## config.mk

```make
export PLATFORM = sky130hd
export DESIGN_NAME = pc_sequencer_flat
export DESIGN_NICKNAME = d
export VERILOG_FILES = /design/src/rtl/pc_sequencer_if.sv /design/src/rtl/pc_sequencer.sv /design/src/flat_wrapper.sv
export SDC_FILE = /design/constraint.sdc
export NUM_CORES = 1
export LEC_CHECK = 0
export ABC_AREA = 1
export CAP_MARGIN = 20
export CORE_ASPECT_RATIO = 0.7
export CORE_UTILIZATION = 55
export CTS_CLUSTER_SIZE = 14
export DETAILED_ROUTE_END_ITERATION = 6
export PLACE_DENSITY = 0.86
export SLEW_MARGIN = 25
export SYNTH_ARGS = -nofsm -noshare
export SYNTH_HDL_FRONTEND = slang
export SYNTH_SLANG_ARGS = --single-unit
```

## constraint.sdc

```tcl
create_clock -name clk -period 8.76 [get_ports clk]
set_clock_uncertainty 0.15 [all_clocks]
set_input_delay 1.314 -clock clk [delete_from_list [all_inputs] [get_ports clk]]
set_output_delay 1.314 -clock clk [all_outputs]
set_load 0.01 [all_outputs]
```

## src/rtl/pc_sequencer_if.sv

```systemverilog
// Bundles the control inputs and architectural outputs of the PC sequencer.
// Latency: none; this is wiring only.
// Backpressure: none; the stall line inside the bundle is the only hold mechanism.
interface pc_sequencer_if #(
  parameter int CNT_W = 32
);
  logic             stall;
  logic             halt;
  logic             jump;
  logic             branch;
  logic             bne;
  logic             zero;
  logic [15:0]      imm16;
  logic [25:0]      jtarget;
  logic [31:0]      pc;
  logic [31:0]      pc_plus4;
  logic             halted;
  logic [CNT_W-1:0] retired;

  // Decode/test side: drives control, observes PC state
  modport master (
    output stall, halt, jump, branch, bne, zero, imm16, jtarget,
    input  pc, pc_plus4, halted, retired
  );

  // Sequencer side: consumes control, owns PC state
  modport slave (
    input  stall, halt, jump, branch, bne, zero, imm16, jtarget,
    output pc, pc_plus4, halted, retired
  );
endinterface

```

## src/rtl/pc_sequencer.sv

```systemverilog
// Program-counter sequencer: holds PC, selects next PC, detects halt, counts retirement.
// Latency: next PC visible one rising edge after inputs are sampled; pc_plus4 is combinational.
// Backpressure: stall freezes all state for the cycle; HALT absorbs until reset.
module pc_sequencer #(
  parameter logic [31:0] RESET_VECTOR = 32'h0040_0020,
  parameter int          CNT_W        = 32
) (
  input  logic          clk,
  input  logic          nreset,
  pc_sequencer_if.slave bus
);

  typedef enum logic [1:0] {
    BOOT = 2'd0,
    RUN  = 2'd1,
    HALT = 2'd2
  } state_t;

  state_t           state;
  logic [31:0]      pc_q;
  logic             halted_q;
  logic [CNT_W-1:0] retired_q;

  logic [31:0]      pc_plus4;
  logic [31:0]      imm_off;
  logic [31:0]      br_target;
  logic [31:0]      jmp_target;
  logic             taken;
  logic [31:0]      next_pc;

  // Sequential successor; wraps naturally modulo 2^32
  assign pc_plus4 = pc_q + 32'd4;

  // Word offset sign-extended and scaled to bytes
  assign imm_off    = {{14{bus.imm16[15]}}, bus.imm16, 2'b00};
  assign br_target  = pc_plus4 + imm_off;
  assign jmp_target = {pc_plus4[31:28], bus.jtarget, 2'b00};

  // bne selects which zero-flag sense makes the branch taken
  assign taken = bus.branch & (bus.zero ^ bus.bne);

  // Next-PC select: jump outranks branch; an untaken branch is plain sequential
  always_comb begin
    next_pc = pc_plus4;
    if (bus.jump) begin
      next_pc = jmp_target;
    end else if (taken) begin
      next_pc = br_target;
    end
  end

  // Sequencer FSM: one BOOT edge after reset, then RUN until a halt is accepted
  always_ff @(posedge clk or negedge nreset) begin
    if (!nreset) begin
      state     <= BOOT;
      pc_q      <= RESET_VECTOR;
      halted_q  <= 1'b0;
      retired_q <= '0;
    end else begin
      case (state)
        BOOT: begin
          state <= RUN;
        end
        RUN: begin
          if (!bus.stall) begin
            retired_q <= retired_q + CNT_W'(1);
            if (bus.halt) begin
              state    <= HALT;
              halted_q <= 1'b1;
            end else begin
              pc_q <= next_pc;
            end
          end
        end
        HALT: begin
          state <= HALT;
        end
        default: begin
          state <= BOOT;
        end
      endcase
    end
  end

  assign bus.pc       = pc_q;
  assign bus.pc_plus4 = pc_plus4;
  assign bus.halted   = halted_q;
  assign bus.retired  = retired_q;

  // PC must stay word aligned at all times
  a_pc_aligned : assert property (@(posedge clk) disable iff (!nreset) pc_q[1:0] == 2'b00);

  // halted and the HALT state must always agree
  a_halt_state : assert property (@(posedge clk) disable iff (!nreset) halted_q == (state == HALT));

endmodule

```

## src/flat_wrapper.sv

```systemverilog
// flat-port wrapper written by rule: the top's interface ports become plain ports
module pc_sequencer_flat 
#(
  parameter logic [31:0] RESET_VECTOR = 32'h0040_0020,
  parameter int          CNT_W        = 32
)
  (clk, nreset, bus_stall, bus_halt, bus_jump, bus_branch, bus_bne, bus_zero, bus_imm16, bus_jtarget, bus_pc, bus_pc_plus4, bus_halted, bus_retired);
  pc_sequencer_if #(.CNT_W(CNT_W)) bus_i ();
  input  logic clk;
  input  logic nreset;
  input wire logic [$bits(bus_i.stall)-1:0] bus_stall;
  input wire logic [$bits(bus_i.halt)-1:0] bus_halt;
  input wire logic [$bits(bus_i.jump)-1:0] bus_jump;
  input wire logic [$bits(bus_i.branch)-1:0] bus_branch;
  input wire logic [$bits(bus_i.bne)-1:0] bus_bne;
  input wire logic [$bits(bus_i.zero)-1:0] bus_zero;
  input wire logic [$bits(bus_i.imm16)-1:0] bus_imm16;
  input wire logic [$bits(bus_i.jtarget)-1:0] bus_jtarget;
  output wire logic [$bits(bus_i.pc)-1:0] bus_pc;
  output wire logic [$bits(bus_i.pc_plus4)-1:0] bus_pc_plus4;
  output wire logic [$bits(bus_i.halted)-1:0] bus_halted;
  output wire logic [$bits(bus_i.retired)-1:0] bus_retired;
  assign bus_i.stall = bus_stall;
  assign bus_i.halt = bus_halt;
  assign bus_i.jump = bus_jump;
  assign bus_i.branch = bus_branch;
  assign bus_i.bne = bus_bne;
  assign bus_i.zero = bus_zero;
  assign bus_i.imm16 = bus_imm16;
  assign bus_i.jtarget = bus_jtarget;
  assign bus_pc = bus_i.pc;
  assign bus_pc_plus4 = bus_i.pc_plus4;
  assign bus_halted = bus_i.halted;
  assign bus_retired = bus_i.retired;
  pc_sequencer #(.RESET_VECTOR(RESET_VECTOR), .CNT_W(CNT_W)) u_core (.clk(clk), .nreset(nreset), .bus(bus_i));
endmodule
```

==> results.txt, run 1 <==
The post-route netlist has 6.59% of its cells at a drive strength greater than 1. Sequential elements use 24.8% of the synthesized area. The most frequent cell on the critical path is sky130_fd_sc_hd__nand2_1. The number of max-slew violations in the final report is 0. Counting both buffers and inverters, the worst setup path holds a total of 2. The run gives 65 as the CTS sink count. By area the synthesized netlist is led by sky130_fd_sc_hd__dfrtp_1 24%, sky130_fd_sc_hd__nand2_1 18%, sky130_fd_sc_hd__inv_1 9.2%, sky130_fd_sc_hd__ha_1 7.4%, sky130_fd_sc_hd__nor2_1 6.2%. The tools report the total of endpoints with negative setup slack in the final report as 0.

The final critical-path share of the clock period came out at 49.7%. The tools report the number of hold violations in the final report as 0. The region available for standard cell placement spans 11300 µm². Global routing used 36.9% of the available tracks across all layers.

The routed wire length on met3 is 2.65 mm. The starting utilization of the core area was 58.1%. 147 I/O pins were placed. The signal on the critical path passes through ha_1 -> nand2_1 -> inv_2 -> nand2_1 -> nor2_4 -> nand2_2 -> nor2_4 -> nand2_1 -> nand2_1 -> and2_1 -> clkdlybuf4s50_1. The mapped netlist covers 6560 µm². For the first-pass detailed-route iteration total, the log shows 6.

The power per cell area is 306 nW/µm². The worst pin sits at a relative slew slack of 37.0%. The first-pass GRT wire length is 35.1 mm, and the maximum fanout along the worst path is 7. STA classifies the critical path startpoint as a register. The tools report the routed metal-1 wire length as 10.0 mm.

In the detailed route, the total length drawn on met2 is 9.30 mm. The placer's final routability congestion estimate was 0.966. The run gives 0 as the buffers inserted during post-CTS setup optimization. Total grt overflow: 0. Setup repair after global routing left no endpoint under its margin.

The post-synthesis to final-layout area growth is 28.4%, and the final routed wirelength across all metal layers is 22.4 mm. Detailed routing inserted a total of 7448 vias. The logs give 0 for the number of antenna violations at the first check in global routing and 32 for the number of rows in the core area. Once placement completed, the tool counted placed cells totaling 1320. The via count of the first global-routing pass is 6663.

The critical path required time came out at 7300 ps. Worst reg-to-reg path cell count: 16. Most frequent cell after synthesis: sky130_fd_sc_hd__nand2_1. The layout filler cell count was 937. At the worst endpoint, the arrival time is 2890 ps. The kind of cell adding the most delay to the critical path is simple AND/OR/NAND/NOR gates. The number of distinct library cell variants in the gate-level netlist after synthesis was 52; the total of warnings raised by yosys was 0. The number of buffers inserted for hold repair after clock tree synthesis is 0, and the time the final worst path needs with I/O delays and setup is 4350 ps. The run gives 0 as the number of diodes.

The count of flip-flops with a built-in enable after synthesis works out to 0. In the synthesized netlist the dominant register cell turns out to be sky130_fd_sc_hd__dfrtp_1. The width of the die was 133 µm. The number of flip-flops and latches in the synthesized netlist was 65.

The measured slew at the worst slew-check pin was 942 ps. Across the run, the number of max-cap violations was 0. The clock transition at the registers of the reported paths came out at 50 ps. The run gives 3 as the number of levels in the clock H-tree. The peak per-stage delay on the critical path works out to 570 ps.

Critical path start-end classification: reg2out. Summed over all nets, the half-perimeter wirelength after detailed placement is 17.7 mm. Of the post-synthesis cell area, the dominant cell type holds 24.0%. In this run the remaining antenna-violating nets after routing total 0. Library cell contributing the largest single delay on the critical path: sky130_fd_sc_hd__clkdlybuf4s50_1.

Summed over all failing endpoints, the final setup total negative slack is 0 ps. The number of I/O port buffers was 142; the die footprint was 12400 µm². By count the netlist is led by 317 x sky130_fd_sc_hd__nand2_1, 160 x sky130_fd_sc_hd__inv_1, 109 x sky130_fd_sc_hd__nor2_1, 74 x sky130_fd_sc_hd__nand3_1, 63 x sky130_fd_sc_hd__dfrtp_1.

STA classifies the critical path endpoint as a primary output. The net count of the finished layout is 1268. Cells fill 74.6% of the core in the end.

The detailed router used layers up to and including met4. In the synthesized netlist, the number of instances is 1034. In this run, the number of DRC markers left after iteration 0 of detailed routing was 864.

The mean number of vias per cell is 5.57. The run finished with clean final reports. The tools report the final cell count without fillers as 1336. The mean post-synth cell area is 6.34 µm², and the largest buffer count on any clock path is 2. The share of synthesized registers carrying an async set or reset is 100%. The classification of the worst-slack hold path was reg2reg.

The remaining design rule violation count is 0. The worst hold path depth was 1; the pin count of the biggest net entering global routing was 66. The logs give 340 ps for the clock latency on the worst-skew pair and 4.25 nW for the leakage component of the power.

The achievable frequency was 0.230 GHz; the peak supply drop was 0.230 mV. Clock tree synthesis selected as its root buffer the cell sky130_fd_sc_hd__clkbuf_16. TritonCTS built the clock tree. The total stage count of the critical path works out to 11.

Biggest area consumer among synthesized cells: sky130_fd_sc_hd__dfrtp_1. After clock tree synthesis, the repair step resized 0 gates. TritonCTS created 9 clock buffers. The floorplan die height is 93.4 µm, and the average wire per standard cell is 16.8 µm.
## power by group
part / leakage, nW / switching (W) / internal (W)
Sequential: 0.809 / 0.000157 / 0.000388
Clock: 0.138 / 0.000143 / 0.000222
Combinational: 3.31 / 0.00100 / 0.000671
Total: 4.25 / 0.00130 / 0.00128
## routing by layer
metal	vias to the layer above	global-route usage [%]
met2	457	54.7
li1	3549	-
met3	39	8.40
met4	0	9.87
met1	3403	53.5
met5	-	0
## cell families (layout without fill, tap and decap cells)
group / count (synthesis) / in the layout / synth area share [%]
AND/OR/NAND/NOR: 582 / 582 / 39.8
buffers and inverters: 180 / 326 / 10.8
AO/OA/AOI/OAI: 113 / 113 / 9.31
flip-flops: 65 / 65 / 24.8
XOR/XNOR: 53 / 53 / 7.42
adder cells (fa/ha/maj): 40 / 40 / 7.75
other: 1 / 4 / 0.0572
## metrics by stage
stage                     hold WS, ps  setup slack (ps)  area, µm²  total power [W]
after floorplan                   362              5760       6570          0.00150
after global placement            314              4560       8120          0.00214
after detailed placement          313              4450       8120          0.00216
after CTS                         325              4470       8420          0.00254
after global routing              348              4310       8420          0.00275
final                             322              4410       8420          0.00258
## final timing paths
path                       slack (ps)                       endpoint                           from
setup reg to reg                 4830  u_core.bus.pc[22]$_DFFE_PN1P_   u_core.bus.pc[2]$_DFFE_PN0P_
setup / recovery                 4410               bus_pc_plus4[22]   u_core.bus.pc[2]$_DFFE_PN0P_
min in group asynchronous        1010  u_core.bus.pc[26]$_DFFE_PN0P_                         nreset
hold / removal                    320  u_core.bus.halted$_DFFE_PN0P_  u_core.bus.halted$_DFFE_PN0P_
hold reg to reg                   320  u_core.bus.halted$_DFFE_PN0P_  u_core.bus.halted$_DFFE_PN0P_
max in group asynchronous        6900  u_core.bus.pc[24]$_DFFE_PN0P_                         nreset
## cell type report
type / count / area, µm² / share of cell area, %
Multi-Input combinational cell: 792 / 4230 / 50.3
Sequential cell: 65 / 1630 / 19.3
Timing Repair Buffer: 146 / 1450 / 17.2
Inverter: 164 / 617 / 7.32
Clock buffer: 9 / 225 / 2.67
Tap cell: 153 / 191 / 2.27
Clock inverter: 7 / 78.8 / 0.936
## sequential cells by signal, summed over array words and instances, names as in the netlist
name                flops
u_core.bus.retired     32
u_core.bus.pc          30
u_core.bus.halted       1
u_core.state            2
## layout by cell type (no fill, tap or decap), types with 16 or more instances in the layout
master                            instances
sky130_fd_sc_hd__o21ai_0                 42
sky130_fd_sc_hd__a21oi_1                 51
sky130_fd_sc_hd__nand2_1                317
sky130_fd_sc_hd__inv_1                  160
sky130_fd_sc_hd__nor2_1                 108
sky130_fd_sc_hd__ha_1                    39
sky130_fd_sc_hd__nor3_1                  16
sky130_fd_sc_hd__clkdlybuf4s50_1        141
sky130_fd_sc_hd__nand3_1                 74
sky130_fd_sc_hd__dfrtp_1                 63
sky130_fd_sc_hd__xor2_1                  41
(Power assumes the default switching activity.)
==> run 2, diff against run 1 <==
- CORE_UTILIZATION: 55 -> 47
- PLACE_DENSITY: 0.86 -> 0.78
- clock period: 8.76 -> 3.9 ns (I/O delays scaled with it)
==> run 2 against run 1 <==
Routed wire length rose by 2.8%; clock power rose by 110%; register-to-register slack got worse by 4400 ps; cell count rose by 2.8%; sequential power rose by 130%.
==> results.txt, run 2 (synthesis gave the netlist of run 1 again) <==
The flow ran to the end, and the final reports show no timing, DRC or antenna violations. At the worst endpoint, the required time is 3970 ps. IR analysis of the VDD net gives a maximum drop of 0.551 mV. After clock tree synthesis, the clock-pin slew on the worst setup and hold paths is 60 ps. Tracing the worst setup path back leads to its startpoint at u_core.bus.pc[2]$_DFFE_PN0P_. The kind of cell adding the most delay to the critical path was simple AND/OR/NAND/NOR gates. In this run the deepest clock path goes through 2 buffers. Kind of start point of the critical path: a register. Headroom to the max-slew limit came out at 33.5%. The mean number of vias per cell is 5.37, and the post-layout instance area is 8480 µm².

The classification of the worst-slack hold path is in2async. The signal on the critical path passes through ha_1 -> nand2_1 -> inv_2 -> nand2_1 -> nor2_4 -> nand2_2 -> o21ai_1 -> nand2_1 -> ha_1 -> nand2_1 -> nor2_2 -> nand3_1 -> nand3b_1 -> nand2_1 -> nand3_1 -> nand3_1 -> nand2_1 -> nand2_1. The floorplan step set the die height to 101 µm. Subtracting the final worst setup slack from the clock period gives 3480 ps. Once detailed placement completed, the half-perimeter wirelength came to 18.4 mm. For this design, the sink count on the clock tree is 65.

After the first detailed-routing iteration, the DRC count stood at 746. The width of the die was 143 µm; the leakage component of the power was 4.28 nW. The commonest non-fill, non-tap cell in the layout was sky130_fd_sc_hd__nand2_1.

Pin count of the biggest net entering global routing: 38. The critical register-to-register path startpoint was u_core.bus.pc[2]$_DFFE_PN0P_. The post-synthesis to final-layout area growth was 29.4%.

First-pass detailed-route iteration total: 5. The number of I/O port buffers was 142. After routing, the total negative slack on setup checks comes to 0 ps. The number of levels in the clock H-tree is 3, and the total routing usage reported by global routing is 32.7%. TritonCTS created 9 clock buffers.

The tools report the post-detailed-route count of antenna-violating nets as 0. TritonCTS built the clock tree. Among all stages on the critical path, the largest delay is contributed by sky130_fd_sc_hd__dfrtp_2. The library cells used most frequently in the layout, excluding fill and tap cells, are 317 x sky130_fd_sc_hd__nand2_1, 159 x sky130_fd_sc_hd__inv_1, 141 x sky130_fd_sc_hd__clkdlybuf4s50_1. For the number of antenna violations at the first check in global routing, the log shows 0.

The run gives 330 ps as the clock latency on the worst-skew pair. Critical path start-end classification: reg2reg. For this design the top-level I/O count stands at 147. The number of rows in the core area was 35. The via count of the first global-routing pass is 6625, and the final critical-path share of the clock period is 89.2%. Buffers added to address setup during post-CTS repair amount to 0. The total of endpoints with negative setup slack in the final report is 0, and the number of flip-flops under the largest register name is 32. The worst reg-to-reg path cell count is 18, and the final net count is 1273. The worst register-to-register path has a setup slack of 420 ps. The root buffer cell chosen for the clock tree is sky130_fd_sc_hd__clkbuf_16.

In the final routed layout, each cell accounts on average for 16.8 µm. The run gives 1.12 as the placer's final routability congestion estimate. On the worst path, the slowest cell contributes a delay of 430 ps. The placed instances occupy a cell area of 8200 µm². The maximum fanout along the worst path works out to 7.

The number of hold violations in the final report is 0, and the total grt overflow is 0. Timing would allow up to 0.288 GHz. The worst setup path is captured at a register. The remaining design rule violation count is 0, and the first-pass GRT wire length is 35.6 mm. The initial utilization of the core area, before any placement, comes to 48.9%. The total area inside the core boundary comes to 13400 µm².

Counting stages on the worst path, the most repeated cell is sky130_fd_sc_hd__nand2_1. The number of max-slew violations in the final report came out at 0. Setup repair after global routing left no endpoint under its margin. The die covers 14400 µm². For this block, the routed nets add up to 23.1 mm of wire. The max-capacitance violation count came out at 0.

For the via total after detailed routing, the log shows 7373. In this run the power density over the cells is 685 nW/µm². The endpoint identified for the worst register-to-register timing path is u_core.bus.pc[30]$_DFFE_PN0P_.

The share of cells above drive strength 1 is 7.24%. The measured slew at the worst slew-check pin was 992 ps. Data arrives at the worst endpoint at 3550 ps.

The worst path buffer plus inverter count came out at 1. The number of antenna diodes in the final layout is 0.
==> run 2: worst max path at each step <==
stage / end / slack (ps) / cells after the start
after floorplan: u_core.bus.pc[27]$_DFFE_PN0P_ / 910 / 21
after detailed placement: u_core.bus.pc[30]$_DFFE_PN0P_ / 330 / 18
after global placement: u_core.bus.pc[30]$_DFFE_PN0P_ / 370 / 18
final: u_core.bus.pc[30]$_DFFE_PN0P_ / 420 / 18
after global routing: u_core.bus.pc[31]$_DFFE_PN0P_ / 70 / 23
after CTS: u_core.bus.pc[30]$_DFFE_PN0P_ / 310 / 18
==> run 2: per-stage QoR <==
step / hold WS (ps) / cells / util [%] / worst slack [ps] / power (W)
2_1_floorplan: 139 / 1037 / - / 912 / 0.00336
3_3_place_gp: 307 / 1357 / 61.2 / 366 / 0.00490
3_5_place_dp: 326 / 1357 / 61.2 / 326 / 0.00491
4_1_cts: 174 / 1373 / 63.3 / 307 / 0.00570
5_1_grt: 212 / 1373 / 63.3 / 73.9 / 0.00624
6_report: 162 / 1373 / 63.3 / 422 / 0.00581
==> run 2: where the power goes <==
| group | internal, W | switching, W | leakage, nW |
|---|---|---|---|
| Sequential | 0.000871 | 0.000357 | 0.808 |
| Clock | 0.000461 | 0.000309 | 0.137 |
| Combinational | 0.00152 | 0.00229 | 3.33 |
==> run 2: cell type report <==
class                   instances  area [µm²]
repair buffers                151        1480
fillers                      1288        4920
flip-flops and latches         65        1630
inverters                     164         617
multi-input cells             792        4240
clock buffers                  11         253
clock inverters                 5        30.0
well taps                     185         231
==> run 2: repair_timing <==
action                     CTS  global route
hold buffers                 0             0
gates resized for setup      0             5
setup endpoints to repair    0             5
==> run 2: layer usage <==
layer  global-route usage (%)  wire length, µm
met5                        0                0
met4                     6.95              440
met3                     9.93             3030
met2                     46.5             9040
met1                     48.0            10600
==> run 3, diff against run 2 <==
- CTS_CLUSTER_SIZE: 14 -> default
- GPL_ROUTABILITY_DRIVEN: default -> 0
==> run 3 against run 2 <==
The flow now finishes with violations (setup timing); sequential power is essentially flat; clock power grew 16%; non-clock buffer count grew 1; utilization grew 0.38 points; via count shrank 0.19%; routed wire length shrank 3.4%; final area grew 0.60%; global-route usage shrank 1.0 points; sequential share of layout area shrank 0.13 points; combinational power shrank 2%; critical path type unchanged; critical endpoint unchanged; largest power group unchanged.
==> results.txt, run 3 (synthesis gave the netlist of run 1 again) <==
The total I/O pin count is 147. The core region is 13400 µm². In the routed layout, each cell is associated on average with a via count of 5.36. For this run, the top clock speed supported by timing is 0.256 GHz.

The checks that failed: setup timing. For this design the static power due to leakage is 4.31 nW. Per report_power, the clock group accounts for 15.4% of the total. Of the total power, combinational logic draws 63.8%.

The longest clock path from root to sink contains 2 buffers. The first-pass GRT wire length is 34.7 mm, and the relative max-transition margin is 37.2%. The classification of the worst-slack hold path was in2async. Walking the worst path, the cells encountered are ha_1 -> nand2_1 -> inv_2 -> nand2_1 -> nor2_4 -> nand2_2 -> o21ai_0 -> nand2_1 -> ha_1 -> nand2_1 -> o21ai_0 -> nand3b_1 -> nand2_1 -> nand3_1 -> nand3_1 -> nand2_1 -> nand2_1. For this run the aggregate overflow at the end of global routing stands at 0.

Counting I/O delays and the setup requirement, the final critical path takes 3900 ps. The kind of cell adding the most delay to the critical path was simple AND/OR/NAND/NOR gates. Of the available clock period, the critical path in the final layout requires 100%.

Measured along the y axis, the die boundary spans 101 µm. The total internal power is 0.00298 W. For this run, the total global-route usage over all layers was measured as 31.7%. After clock tree synthesis, the setup repair step added 0 buffers. The run finished, with violations left. Total power for the finished layout comes to 0.00584 W. In this run the register-to-register setup slack is -4 ps.

TritonCTS built the clock tree. The tools report the endpoint kind of the worst setup timing path as a register. The routed layout has 7359 vias. Sequential cells account for 20.8% of the total power. Launch point of the critical path: u_core.bus.pc[2]$_DFFE_PN0P_. The clock transition at the registers of the reported paths is 60 ps. The clock tree root driver cell is sky130_fd_sc_hd__clkbuf_16.

The endpoint identified for the worst register-to-register timing path is u_core.bus.pc[30]$_DFFE_PN0P_. The kind of start point of the critical path was a register. The number of max-slew violations in the final report was 0. The setup path with the least slack is of type reg2reg. The detailed router finished its first iteration with 662 violations. Number of antenna violations at the first check in global routing: 0. The run gives 6543 as the via count of the first global-routing pass. The total of endpoints with negative setup slack in the final report is 1, and the routed wire length on met3 is 2.91 mm. The final worst slack came out at -3.73 ps. At the pin with the least slew margin, the transition time is 941 ps.

Setup repair after global routing left no endpoint under its margin. For the core utilization of the finished layout, the log shows 63.7%. The worst path buffer plus inverter count came out at 1.

The peak supply drop is 0.481 mV, and the arrival time of data at the critical path endpoint is 3980 ps. After clock tree synthesis, the flow added hold-fix buffers numbering 0. The floorplan step defined a die boundary enclosing 14400 µm². In this run the remaining antenna-violating nets after routing total 0. Cells with a size suffix above 1 make up 7.15% of the layout.

For this design the total switching power over the nets is 0.00286 W. The initial utilization of the core area, before any placement, comes to 48.9%. The final layout contains routed wiring with a total length of 22.3 mm.

The library cells used most frequently in the layout, excluding fill and tap cells, are 317 x sky130_fd_sc_hd__nand2_1, 160 x sky130_fd_sc_hd__inv_1, 141 x sky130_fd_sc_hd__clkdlybuf4s50_1. In this run the critical register-to-register path is launched from u_core.bus.pc[2]$_DFFE_PN0P_. The max-capacitance violation count was 0; the placed wire-length estimate was 17.8 mm.

Measured along the x axis, the die boundary spans 143 µm. The library cell contributing the largest single delay on the critical path is sky130_fd_sc_hd__dfrtp_1. The placed instances occupy a cell area of 8200 µm². The most frequent cell on the critical path was sky130_fd_sc_hd__nand2_1. For this run, design rule violations remaining after detail routing come to 0.

At the later pin of the worst-skew pair, clock insertion delay measures 330 ps. The run gives 0 as the number of diodes. For this design, the sink count on the clock tree is 65. Power spread over the standard cell area amounts to 684 nW/µm². The number of levels in the clock H-tree was 3.

The first-pass detailed-route iteration total was 6. The top routing layer in use was met4. The register with the most flip-flops in the layout has 32 of them. Across all hold checks on the routed design, the worst slack comes to 183 ps. The logs give 0 for the number of hold violations in the final report and 1274 for the final net count. The maximum fanout along the worst path is 7, and the met2 wire length is 8.83 mm. Compared with the post-synthesis result, the final layout area differs by 30.1%. The floorplan has 35 rows. The peak per-stage delay on the critical path is 480 ps, and the switching part of the total power is 49.0%. Counting cells, the worst reg-to-reg path comes to 17. In this run, post-CTS repair resized a total of 0 instances. The layout filler cell count came out at 1269. The run gives 8540 µm² as the post-layout instance area. In the final routing, the length of wire on met1 measures 10.1 mm. The total CTS buffers was 9; the average wire per standard cell was 16.2 µm. Commonest non-fill, non-tap cell in the layout: sky130_fd_sc_hd__nand2_1.

STA puts the critical path data required time at 3970 ps. Entering global routing, the biggest net connects 35 pins. The number of I/O port buffers is 142.
## run 3: cell types whose count changed in the layout (fill, tap and decap cells not counted), sizes merged
cell      change
buf           +1
bufinv        +2
clkinv        -2
clkinvlp      -1
inv           +1
## run 3: power by group through the flow
stage                     Combinational, W  Sequential [W]  Clock, W
after floorplan                    0.00217         0.00119         0
after global placement             0.00360         0.00120         0
after CTS                          0.00366         0.00120  0.000900
final                              0.00373         0.00121  0.000896
after global routing               0.00409         0.00124  0.000935
after detailed placement           0.00363         0.00121         0
## run 3: how the worst max path moves through the flow
stage	slack (ps)	end	cells after the start
after floorplan	910	u_core.bus.pc[27]$_DFFE_PN0P_	21
after global placement	300	u_core.bus.pc[30]$_DFFE_PN0P_	18
after detailed placement	230	u_core.bus.pc[30]$_DFFE_PN0P_	18
after CTS	210	u_core.bus.pc[30]$_DFFE_PN0P_	18
after global routing	3	u_core.bus.pc[24]$_DFFE_PN0P_	18
final	-4	u_core.bus.pc[30]$_DFFE_PN0P_	17
## run 3: layout make-up
| type | instances | area (µm²) | area share (%) |
|---|---|---|---|
| multi-input cells | 792 | 4240 | 49.6 |
| clock inverters | 5 | 77.6 | 0.909 |
| clock buffers | 11 | 253 | 2.96 |
| repair buffers | 152 | 1490 | 17.5 |
| well taps | 185 | 231 | 2.71 |
| flip-flops and latches | 65 | 1630 | 19.1 |
| inverters | 164 | 617 | 7.23 |
## run 3: per-layer routing
metal | vias up | track usage, %
li1 | 3569 | -
met1 | 3324 | 47.0
met2 | 432 | 44.5
met3 | 34 | 9.03
met4 | 0 | 7.78
met5 | - | 0
## run 3: worst register-to-register path, stage by stage, from the launching register on
cell                       delay (ps)
sky130_fd_sc_hd__dfrtp_1          480
sky130_fd_sc_hd__ha_1             210
sky130_fd_sc_hd__nand2_1           60
sky130_fd_sc_hd__inv_2             90
sky130_fd_sc_hd__nand2_1          130
sky130_fd_sc_hd__nor2_4           220
sky130_fd_sc_hd__nand2_2          170
sky130_fd_sc_hd__o21ai_0          290
sky130_fd_sc_hd__nand2_1          180
sky130_fd_sc_hd__ha_1             390
sky130_fd_sc_hd__nand2_1          130
sky130_fd_sc_hd__o21ai_0          450
sky130_fd_sc_hd__nand3b_1         340
sky130_fd_sc_hd__nand2_1          150
sky130_fd_sc_hd__nand3_1          110
sky130_fd_sc_hd__nand3_1          120
sky130_fd_sc_hd__nand2_1           90
sky130_fd_sc_hd__nand2_1           50
## run 3: per-stage QoR
| stage | cells | TNS [ps] | setup WS (ps) |
|---|---|---|---|
| final | 1374 | -3.73 | -3.73 |
| after detailed placement | 1358 | 0 | 232 |
| after global routing | 1374 | 0 | 2.67 |
| after floorplan | 1037 | 0 | 912 |
| after CTS | 1374 | 0 | 208 |
| after global placement | 1358 | 0 | 302 |
